[src/rtl/mask_randomness_source.sv]
// Seeded bank of 32-bit Galois LFSR lanes supplying r/p masks to parallel masked multipliers.
// Each advance jumps every lane 32 steps so each output bit is fresh per cycle.
package mask_randomness_source_pkg;
  function automatic int num_quad(input int n);
    return n * (n - 1) / 2;
  endfunction
endpackage

module mask_randomness_source
  import mask_randomness_source_pkg::*;
#(
  parameter int NUM_SHARES    = 2,
  parameter int BIT_WIDTH     = 4,
  parameter int NUM_MULS      = 4,
  parameter int RESEED_PERIOD = 1024
) (
  input logic                    in_clock,
  input logic                    in_reset,
  mask_randomness_source_if.slave bus
);
  localparam int NUM_QUAD = num_quad(NUM_SHARES);
  localparam int HALF     = NUM_MULS * NUM_QUAD * BIT_WIDTH;
  localparam int OUT_BITS = 2 * HALF;
  localparam int K        = (OUT_BITS + 31) / 32;
  localparam int IDX_W    = (K > 1) ? $clog2(K) : 1;
  localparam int CNT_W    = $clog2(RESEED_PERIOD + 1);

  localparam logic [1:0] ST_UNSEEDED = 2'd0;
  localparam logic [1:0] ST_SEEDING  = 2'd1;
  localparam logic [1:0] ST_RUN      = 2'd2;

  localparam logic [31:0] GOLDEN = 32'h9E3779B9;
  localparam logic [31:0] TAPS   = 32'h80200003;

  logic [1:0]       r_state;
  logic [31:0]      r_lane [K];
  logic [IDX_W-1:0] r_seed_idx;
  logic [CNT_W-1:0] r_adv_cnt;

  logic             w_beat;
  logic             w_last;
  logic [IDX_W-1:0] w_load_idx;
  logic [31:0]      w_mix;
  logic [31:0]      w_seed_val;
  logic [K*32-1:0]  w_cat;

  function automatic logic [31:0] lane_adv(input logic [31:0] s);
    logic [31:0] t;
    t = s;
    for (int i = 0; i < 32; i++) begin
      t = t[0] ? ((t >> 1) ^ TAPS) : (t >> 1);
    end
    return t;
  endfunction

  assign w_beat     = bus.in_seed_valid && bus.out_seed_ready;
  // UNSEEDED and RUN both (re)start at lane 0; only SEEDING continues from seed_idx.
  assign w_load_idx = (r_state == ST_SEEDING) ? r_seed_idx : '0;
  assign w_last     = (K == 1) || ((r_state == ST_SEEDING) && (r_seed_idx == IDX_W'(K - 1)));
  assign w_mix      = bus.in_seed ^ (32'(w_load_idx) * GOLDEN);
  assign w_seed_val = (w_mix == 32'd0) ? 32'd1 : w_mix;

  always_comb begin
    w_cat = '0;
    for (int k = 0; k < K; k++) begin
      w_cat[k*32 +: 32] = r_lane[k];
    end
  end

  always_ff @(posedge in_clock or posedge in_reset) begin
    if (in_reset) begin
      r_state    <= ST_UNSEEDED;
      r_seed_idx <= '0;
      r_adv_cnt  <= '0;
      for (int k = 0; k < K; k++) begin
        r_lane[k] <= 32'd0;
      end
    end else if (w_beat) begin
      for (int k = 0; k < K; k++) begin
        if (k == int'(w_load_idx)) begin
          r_lane[k] <= w_seed_val;
        end
      end
      if (w_last) begin
        r_state    <= ST_RUN;
        r_seed_idx <= '0;
        r_adv_cnt  <= '0;
      end else begin
        r_state    <= ST_SEEDING;
        r_seed_idx <= w_load_idx + IDX_W'(1);
      end
    end else if ((r_state == ST_RUN) && bus.in_enable) begin
      for (int k = 0; k < K; k++) begin
        r_lane[k] <= lane_adv(r_lane[k]);
      end
      if (r_adv_cnt != CNT_W'(RESEED_PERIOD)) begin
        r_adv_cnt <= r_adv_cnt + CNT_W'(1);
      end
    end
  end

  assign bus.out_seed_ready = !in_reset;
  assign bus.out_r          = w_cat[HALF-1:0];
  assign bus.out_p          = w_cat[OUT_BITS-1:HALF];
  assign bus.out_valid      = (r_state == ST_RUN);
  assign bus.out_reseed_req = (r_adv_cnt == CNT_W'(RESEED_PERIOD));
  assign bus.out_state      = r_state;
endmodule

[src/rtl/mask_randomness_source_if.sv]
// Seed/enable/mask bundle between a randomness source and its masked-multiplier consumers.
// Handshake: a seed beat transfers on a rising edge where in_seed_valid && out_seed_ready; in_seed is held stable while valid is high, and out_valid marks out_r/out_p as fresh.
interface mask_randomness_source_if #(
  parameter int NUM_SHARES = 2,
  parameter int BIT_WIDTH  = 4,
  parameter int NUM_MULS   = 4
);
  localparam int HALF_W = NUM_MULS * (NUM_SHARES * (NUM_SHARES - 1) / 2) * BIT_WIDTH;

  logic [31:0]       in_seed;
  logic              in_seed_valid;
  logic              out_seed_ready;
  logic              in_enable;
  logic [HALF_W-1:0] out_r;
  logic [HALF_W-1:0] out_p;
  logic              out_valid;
  logic              out_reseed_req;
  logic [1:0]        out_state;

  modport master (
    output in_seed, in_seed_valid, in_enable,
    input  out_seed_ready, out_r, out_p, out_valid, out_reseed_req, out_state
  );

  modport slave (
    input  in_seed, in_seed_valid, in_enable,
    output out_seed_ready, out_r, out_p, out_valid, out_reseed_req, out_state
  );
endinterface

[src/flat_wrapper.sv]
// flat-port wrapper written by rule: the top's interface ports become plain ports
module mask_randomness_source_flat import mask_randomness_source_pkg::*;
#(
  parameter int NUM_SHARES    = 2,
  parameter int BIT_WIDTH     = 4,
  parameter int NUM_MULS      = 4,
  parameter int RESEED_PERIOD = 1024
)
  (in_clock, in_reset, bus_in_seed, bus_in_seed_valid, bus_in_enable, bus_out_seed_ready, bus_out_r, bus_out_p, bus_out_valid, bus_out_reseed_req, bus_out_state);
  mask_randomness_source_if #(.NUM_SHARES(NUM_SHARES), .BIT_WIDTH(BIT_WIDTH), .NUM_MULS(NUM_MULS)) bus_i ();
  input logic in_clock;
  input logic in_reset;
  input wire logic [$bits(bus_i.in_seed)-1:0] bus_in_seed;
  input wire logic [$bits(bus_i.in_seed_valid)-1:0] bus_in_seed_valid;
  input wire logic [$bits(bus_i.in_enable)-1:0] bus_in_enable;
  output wire logic [$bits(bus_i.out_seed_ready)-1:0] bus_out_seed_ready;
  output wire logic [$bits(bus_i.out_r)-1:0] bus_out_r;
  output wire logic [$bits(bus_i.out_p)-1:0] bus_out_p;
  output wire logic [$bits(bus_i.out_valid)-1:0] bus_out_valid;
  output wire logic [$bits(bus_i.out_reseed_req)-1:0] bus_out_reseed_req;
  output wire logic [$bits(bus_i.out_state)-1:0] bus_out_state;
  assign bus_i.in_seed = bus_in_seed;
  assign bus_i.in_seed_valid = bus_in_seed_valid;
  assign bus_i.in_enable = bus_in_enable;
  assign bus_out_seed_ready = bus_i.out_seed_ready;
  assign bus_out_r = bus_i.out_r;
  assign bus_out_p = bus_i.out_p;
  assign bus_out_valid = bus_i.out_valid;
  assign bus_out_reseed_req = bus_i.out_reseed_req;
  assign bus_out_state = bus_i.out_state;
  mask_randomness_source #(.NUM_SHARES(NUM_SHARES), .BIT_WIDTH(BIT_WIDTH), .NUM_MULS(NUM_MULS), .RESEED_PERIOD(RESEED_PERIOD)) u_core (.in_clock(in_clock), .in_reset(in_reset), .bus(bus_i));
endmodule
[config.mk]
export PLATFORM = sky130hd
export DESIGN_NAME = mask_randomness_source_flat
export DESIGN_NICKNAME = d
export VERILOG_FILES = /design/src/rtl/mask_randomness_source.sv /design/src/rtl/mask_randomness_source_if.sv /design/src/flat_wrapper.sv
export SDC_FILE = /design/constraint.sdc
export NUM_CORES = 1
export LEC_CHECK = 0
export BUFFER_PORTS_ARGS = -buffer_cell sky130_fd_sc_hd__buf_2
export CAP_MARGIN = 5
export CORE_MARGIN = 3
export CORE_UTILIZATION = 35
export CTS_BUF_LIST = sky130_fd_sc_hd__clkbuf_16
export CTS_CLUSTER_SIZE = 25
export DETAILED_ROUTE_END_ITERATION = 7
export PLACE_DENSITY = 0.55
export SKIP_LAST_GASP = 1
export SLEW_MARGIN = 20
export SYNTH_ARGS = -nofsm -noshare
export SYNTH_HDL_FRONTEND = slang
export SYNTH_SLANG_ARGS = --single-unit
[constraint.sdc]
create_clock -name in_clock -period 3.9 [get_ports in_clock]
set_input_delay 0 -clock in_clock [delete_from_list [all_inputs] [get_ports in_clock]]
set_output_delay 0 -clock in_clock [all_outputs]
set_load 0.01 [all_outputs]
# Word level (Yosys, flattened, before mapping)
# Cells that the tools add are included.
# word_totals
elab_cells,83
output_inout_bits,37
in_bits,36
register_bits,44
# classes
n_eq_ne,2
add_sub_neg,1
n_bitwise,32
muxes,38
reduce_logical,7
# op_table
op,count
32-bit 2-to-1 mux,35
3-bit NOT with 4-bit output,32
11-bit 2-to-1 mux,3
32-bit logical NOT,1
11-bit by 1-bit adder with 11-bit output (second input constant),1
11-bit == test (second input constant),1
11-bit != test (second input constant),1
2-bit nonzero test,2
1-bit logical AND,2
2-bit AND reduction,1
1-bit logical NOT,1

# Longest topological paths before layout
# logic_depth
word_depth,66
ltp_mapped,9
mapped_depth_nobuf,8

# Least setup slack after synthesis
# OpenSTA, ideal clock, no wires.
# synth_timing
path_type,reg2reg
startpoint,register u_core.r_lane[0] (netlist bit)
endpoint,register u_core.r_lane[0] (netlist bit)
synth_period_minus_slack_ns,2.945
path_buffers,1
arrival_ns,2.811
setup_ns,0.134
setup_slack_ns,0.955
path_stages_with_launch,10
required_time_ns,3.766
cell_sequence,dfrtp_1 buf_6 xor3_2 xnor3_2 xnor2_4 xnor3_1 xor3_1 nand2_1 xor2_1 mux2i_1
# synth_via
elab_chain_len,50
word_cells_on_any_way,65
classes_between,34 x mux; 31 x bitwise
# synth_lines
item,line_no,rtl
from (decl),mask_randomness_source.sv:36,logic [31:0] r_lane [K];
"from (signal, indexed assignment)",mask_randomness_source.sv:81,r_lane[k] <= w_seed_val;
"from (signal, indexed assignment)",mask_randomness_source.sv:94,r_lane[k] <= lane_adv(r_lane[k]);
32-bit 2-to-1 mux (*),mask_randomness_source.sv:51,t = t[0] ? ((t >> 1) ^ TAPS) : (t >> 1);
3-bit NOT with 4-bit output (no line),--,
32-bit 2-to-1 mux (*) (2 in a row),mask_randomness_source.sv:51,
3-bit NOT with 4-bit output (no line),--,
32-bit 2-to-1 mux (*) (2 in a row),mask_randomness_source.sv:51,
3-bit NOT with 4-bit output (no line),--,
32-bit 2-to-1 mux (*) (2 in a row),mask_randomness_source.sv:51,
3-bit NOT with 4-bit output (no line),--,
[29 not listed],--,
3-bit NOT with 4-bit output (no line),--,
32-bit 2-to-1 mux (*) (2 in a row),mask_randomness_source.sv:51,
3-bit NOT with 4-bit output (no line),--,
32-bit 2-to-1 mux (*) (2 in a row),mask_randomness_source.sv:51,
3-bit NOT with 4-bit output (no line),--,
32-bit 2-to-1 mux (*),mask_randomness_source.sv:51,
32-bit 2-to-1 mux (*),mask_randomness_source.sv:92,end else if ((r_state == ST_RUN) && bus.in_enable) begin
32-bit 2-to-1 mux (*),mask_randomness_source.sv:78,end else if (w_beat) begin
# Every way passes the cells marked *; elsewhere a longest branch is shown, timed or not. The select of a mux whose other input is x is not followed.
# A chain may end at the register's enable or synchronous reset.

# Final worst setup path
# layout_timing
startpoint,register u_core.r_lane[0] (netlist bit)
endpoint,register u_core.r_lane[18] (netlist bit)
# layout_via
elab_chain_len,48
word_cells_on_any_way,62
classes_between,34 x mux; 28 x bitwise
# layout_lines
item,line_no
32-bit 2-to-1 mux (*),mask_randomness_source.sv:51
3-bit NOT with 4-bit output (no line),--
32-bit 2-to-1 mux (*) (2 in a row),mask_randomness_source.sv:51
3-bit NOT with 4-bit output (no line),--
32-bit 2-to-1 mux (*) (2 in a row),mask_randomness_source.sv:51
3-bit NOT with 4-bit output (no line),--
32-bit 2-to-1 mux (*) (2 in a row),mask_randomness_source.sv:51
3-bit NOT with 4-bit output (no line),--
[23 not listed],--
3-bit NOT with 4-bit output (no line),--
32-bit 2-to-1 mux (*) (2 in a row),mask_randomness_source.sv:51
3-bit NOT with 4-bit output (no line),--
32-bit 2-to-1 mux (*) (2 in a row),mask_randomness_source.sv:51
3-bit NOT with 4-bit output (no line),--
32-bit 2-to-1 mux (*) (5 in a row),mask_randomness_source.sv:51
32-bit 2-to-1 mux (*),mask_randomness_source.sv:92
32-bit 2-to-1 mux (*),mask_randomness_source.sv:78
# Marks and branches as above.

==> results.py <==
metrics = {
    "synth": {
        "synth_area_um2": 3550,
        "synth-edff-count": 0,
        "yosys_register_bits": 44,
        "synth-async-reset-ratio_pct": 100,
        "syn_nets": 410,
        "yosys_warnings": 0,
        "syn_area_per_cell_um2": 9.55,
        "synth_ff_type": "dfrtp_1",
        "synthCells": 372,
        "synthDistinctLibCells": 44,
        "ys_seq_area_share_pct": 31.0,
    },
    "clock_tree": {
        "cts_sinks": 44,
        "cts_root_buf": "clkbuf_16",
        "tritoncts": "yes",
        "h-tree-depth": 2,
        "numCtsBuffers": 5,
        "clk-insertion-delay-late_ns": 0.29,
        "clk_pin_slew_ns": 0.07,
        "cts_resized": 0,
        "clock_path_buffers": 2,
    },
    "floorplan": {
        "dieArea_um2": 11400,
        "start_util_pct": 36.2,
        "core_area_um2": 9820,
        "fp.dieW_um": 107,
        "io_pins": 73,
        "rows": 36,
        "fp.dieH_um": 107,
    },
    "timing": {
        "max_slew_margin_pct": 51.4,
        "fin_worst_skew_ns": 0.00429,
        "tightest_slew_ns": 0.728,
        "slew_viol_final": 0,
        "fin_crit_ns": 3.26,
        "hold_violations": 0,
        "period_share_pct": 83.7,
        "rsz0062_at_grt": "no",
        "setup_violations": 0,
        "max_freq_mhz": 306,
        "tns_ns": 0,
    },
    "placement": {
        "dp_hpwl_um": 7740,
        "portBuffers": 71,
        "gp_congestion": 0.934,
    },
    "global_route": {
        "overflow": 0,
        "grt_util_met3_pct": 2.59,
        "top_usage_layer": "met2",
        "grt_use_total_pct": 19.2,
        "grtUsageMet2_pct": 31.2,
        "grt_pass1_wl_um": 16800,
        "use_met1_pct": 27.8,
        "antenna_found_initial": 0,
        "grt_pass1_vias": 2989,
        "grt_start_max_net_pins": 46,
    },
    "critical_path": {
        "crit_path_end_kind": "flip-flop",
        "worst-setup-path-type": "flip-flop to flip-flop",
        "crit_required_ns": 4.09,
        "worstPathArrival_ns": 3.45,
        "cp_max_fo": 8,
        "cp-start-kind": "flip-flop",
    },
    "final_layout": {
        "drive_above_1_share_pct": 21.9,
        "antenna_cells": 0,
        "nFillCells": 969,
        "fin_nets": 502,
        "multiInputGateArea_um2": 2340,
        "area_growth_syn_to_layout_pct": 27.2,
        "area.sequential_um2": 1100,
    },
    "drt": {
        "wl_per_cell_um": 17.4,
        "dr.pass1.iters": 4,
        "vias_per_cell": 4.92,
        "ant_nets": 0,
        "wl_um": 10400,
        "dr_total_vias": 2945,
        "drc": 0,
        "drtIter0Drc": 198,
    },
    "job": {
        "drv_cap": 0,
    },
    "outcome": {
        "run_status": "complete, no violations",
    },
    "worst_hold_path": {
        "hold_class": "input port to flip-flop",
    },
}
per-stage QoR:
step,setup slack [ns],std cells,cell area [um2],utilization [%],hold slack [ns]
after floorplan,0.955,372,3550,-,0.117
after global placement,0.758,562,4020,41.0,0.226
after detailed placement,0.674,562,4020,41.0,0.232
after CTS,0.650,598,4520,46.0,0.00167
after global routing,0.458,598,4520,46.0,0.0257
final,0.636,598,4520,46.0,0.00115
synth_stat cells, drive strengths merged (4+ instances only):
library cell | n | area, um2
clkbuf | 14 | 56.3
nand2 | 36 | 135
xnor3 | 15 | 344
nand4 | 4 | 25.0
a21oi | 25 | 125
xor3 | 6 | 144
nand3 | 5 | 25.0
xor2 | 38 | 340
nor4 | 10 | 62.6
buf | 7 | 48.8
dfrtp | 44 | 1100
xnor2 | 62 | 596
o21ai | 17 | 85.1
nor2 | 52 | 195
cells in the final DEF, fill, tap and decap left out, types with 7 or more instances in the layout:
master,instances
nor4_1,10
nand2_1,36
xnor3_1,10
o21ai_0,17
a21oi_1,25
dfrtp_1,44
xnor2_1,58
buf_2,71
nor2_1,52
xor2_1,37
buf_4,7
dlygate4sd3_1,28
layout make-up:
| cell class | instances | area share (%) |
|---|---|---|
| multi-input combinational | 304 | 51.7 |
| sequential | 44 | 24.4 |
| timing repair buffer | 106 | 15.2 |
| tap | 133 | 3.68 |
| clock buffer | 5 | 2.77 |
| clock inverter | 3 | 1.99 |
| inverter | 3 | 0.249 |
path summary, 6_finish.rpt:
check                      slack [ns]                                 from  cells past startpoint                                   to
setup reg to reg                 0.64         u_core.r_lane[0]$_DFFE_PP0P_                      8        u_core.r_lane[18]$_DFFE_PP0P_
setup / recovery                 0.64         u_core.r_lane[0]$_DFFE_PP0P_                      8        u_core.r_lane[18]$_DFFE_PP0P_
hold / removal                  0.001                      bus_in_seed[11]                      3        u_core.r_lane[11]$_DFFE_PP0P_
max in group asynchronous        3.05                             in_reset                      4         u_core.r_lane[0]$_DFFE_PP0P_
hold reg to reg                  0.54  u_core.bus.out_state[1]$_DFFE_PP0P_                      1  u_core.bus.out_state[1]$_DFFE_PP0P_
min in group asynchronous        0.44                             in_reset                      4        u_core.r_lane[12]$_DFFE_PP0P_
routing by layer:
layer | share of wire [%] | vias to the layer above | wire [um]
met4 | 1.1 | 0 | 114
met5 | 0 | - | 0
met3 | 6.1 | 10 | 634
met1 | 46 | 1419 | 4770
met2 | 47 | 92 | 4910
li1 | - | 1424 | -
critical path, stage by stage (launching register included):
cell	delay, ns
dfrtp_1	0.56
xor3_2	0.54
xnor3_2	0.46
xnor2_4	0.36
xor3_1	0.45
xor2_1	0.19
xnor2_1	0.29
xnor2_1	0.10
o31ai_1	0.21
flip-flops by register name, indices dropped and copies added (netlist names):
| signal | flops |
|---|---|
| u_core.r_lane | 32 |
| u_core.r_adv_cnt | 11 |
| u_core.bus.out_state | 1 |
kinds of logic after synthesis:
group	after synthesis	share of synthesized area, %
buffers and inverters	24	3.28
AO/OA/AOI/OAI	55	8.74
multiplexers	3	0.845
flip-flops	44	31.0
other	1	0.106
adder cells (fa/ha/maj)	2	0.704
AND/OR/NAND/NOR	122	15.3
XOR/XNOR	121	40.1
repair_timing:
action,CTS,global route
buffers inserted,0,0
hold endpoints to repair,71,0
hold buffers,28,0
Power is left out: the tool's default activity adds up to more than one toggle a clock period on the data nets, which glitch-free logic cannot reach.
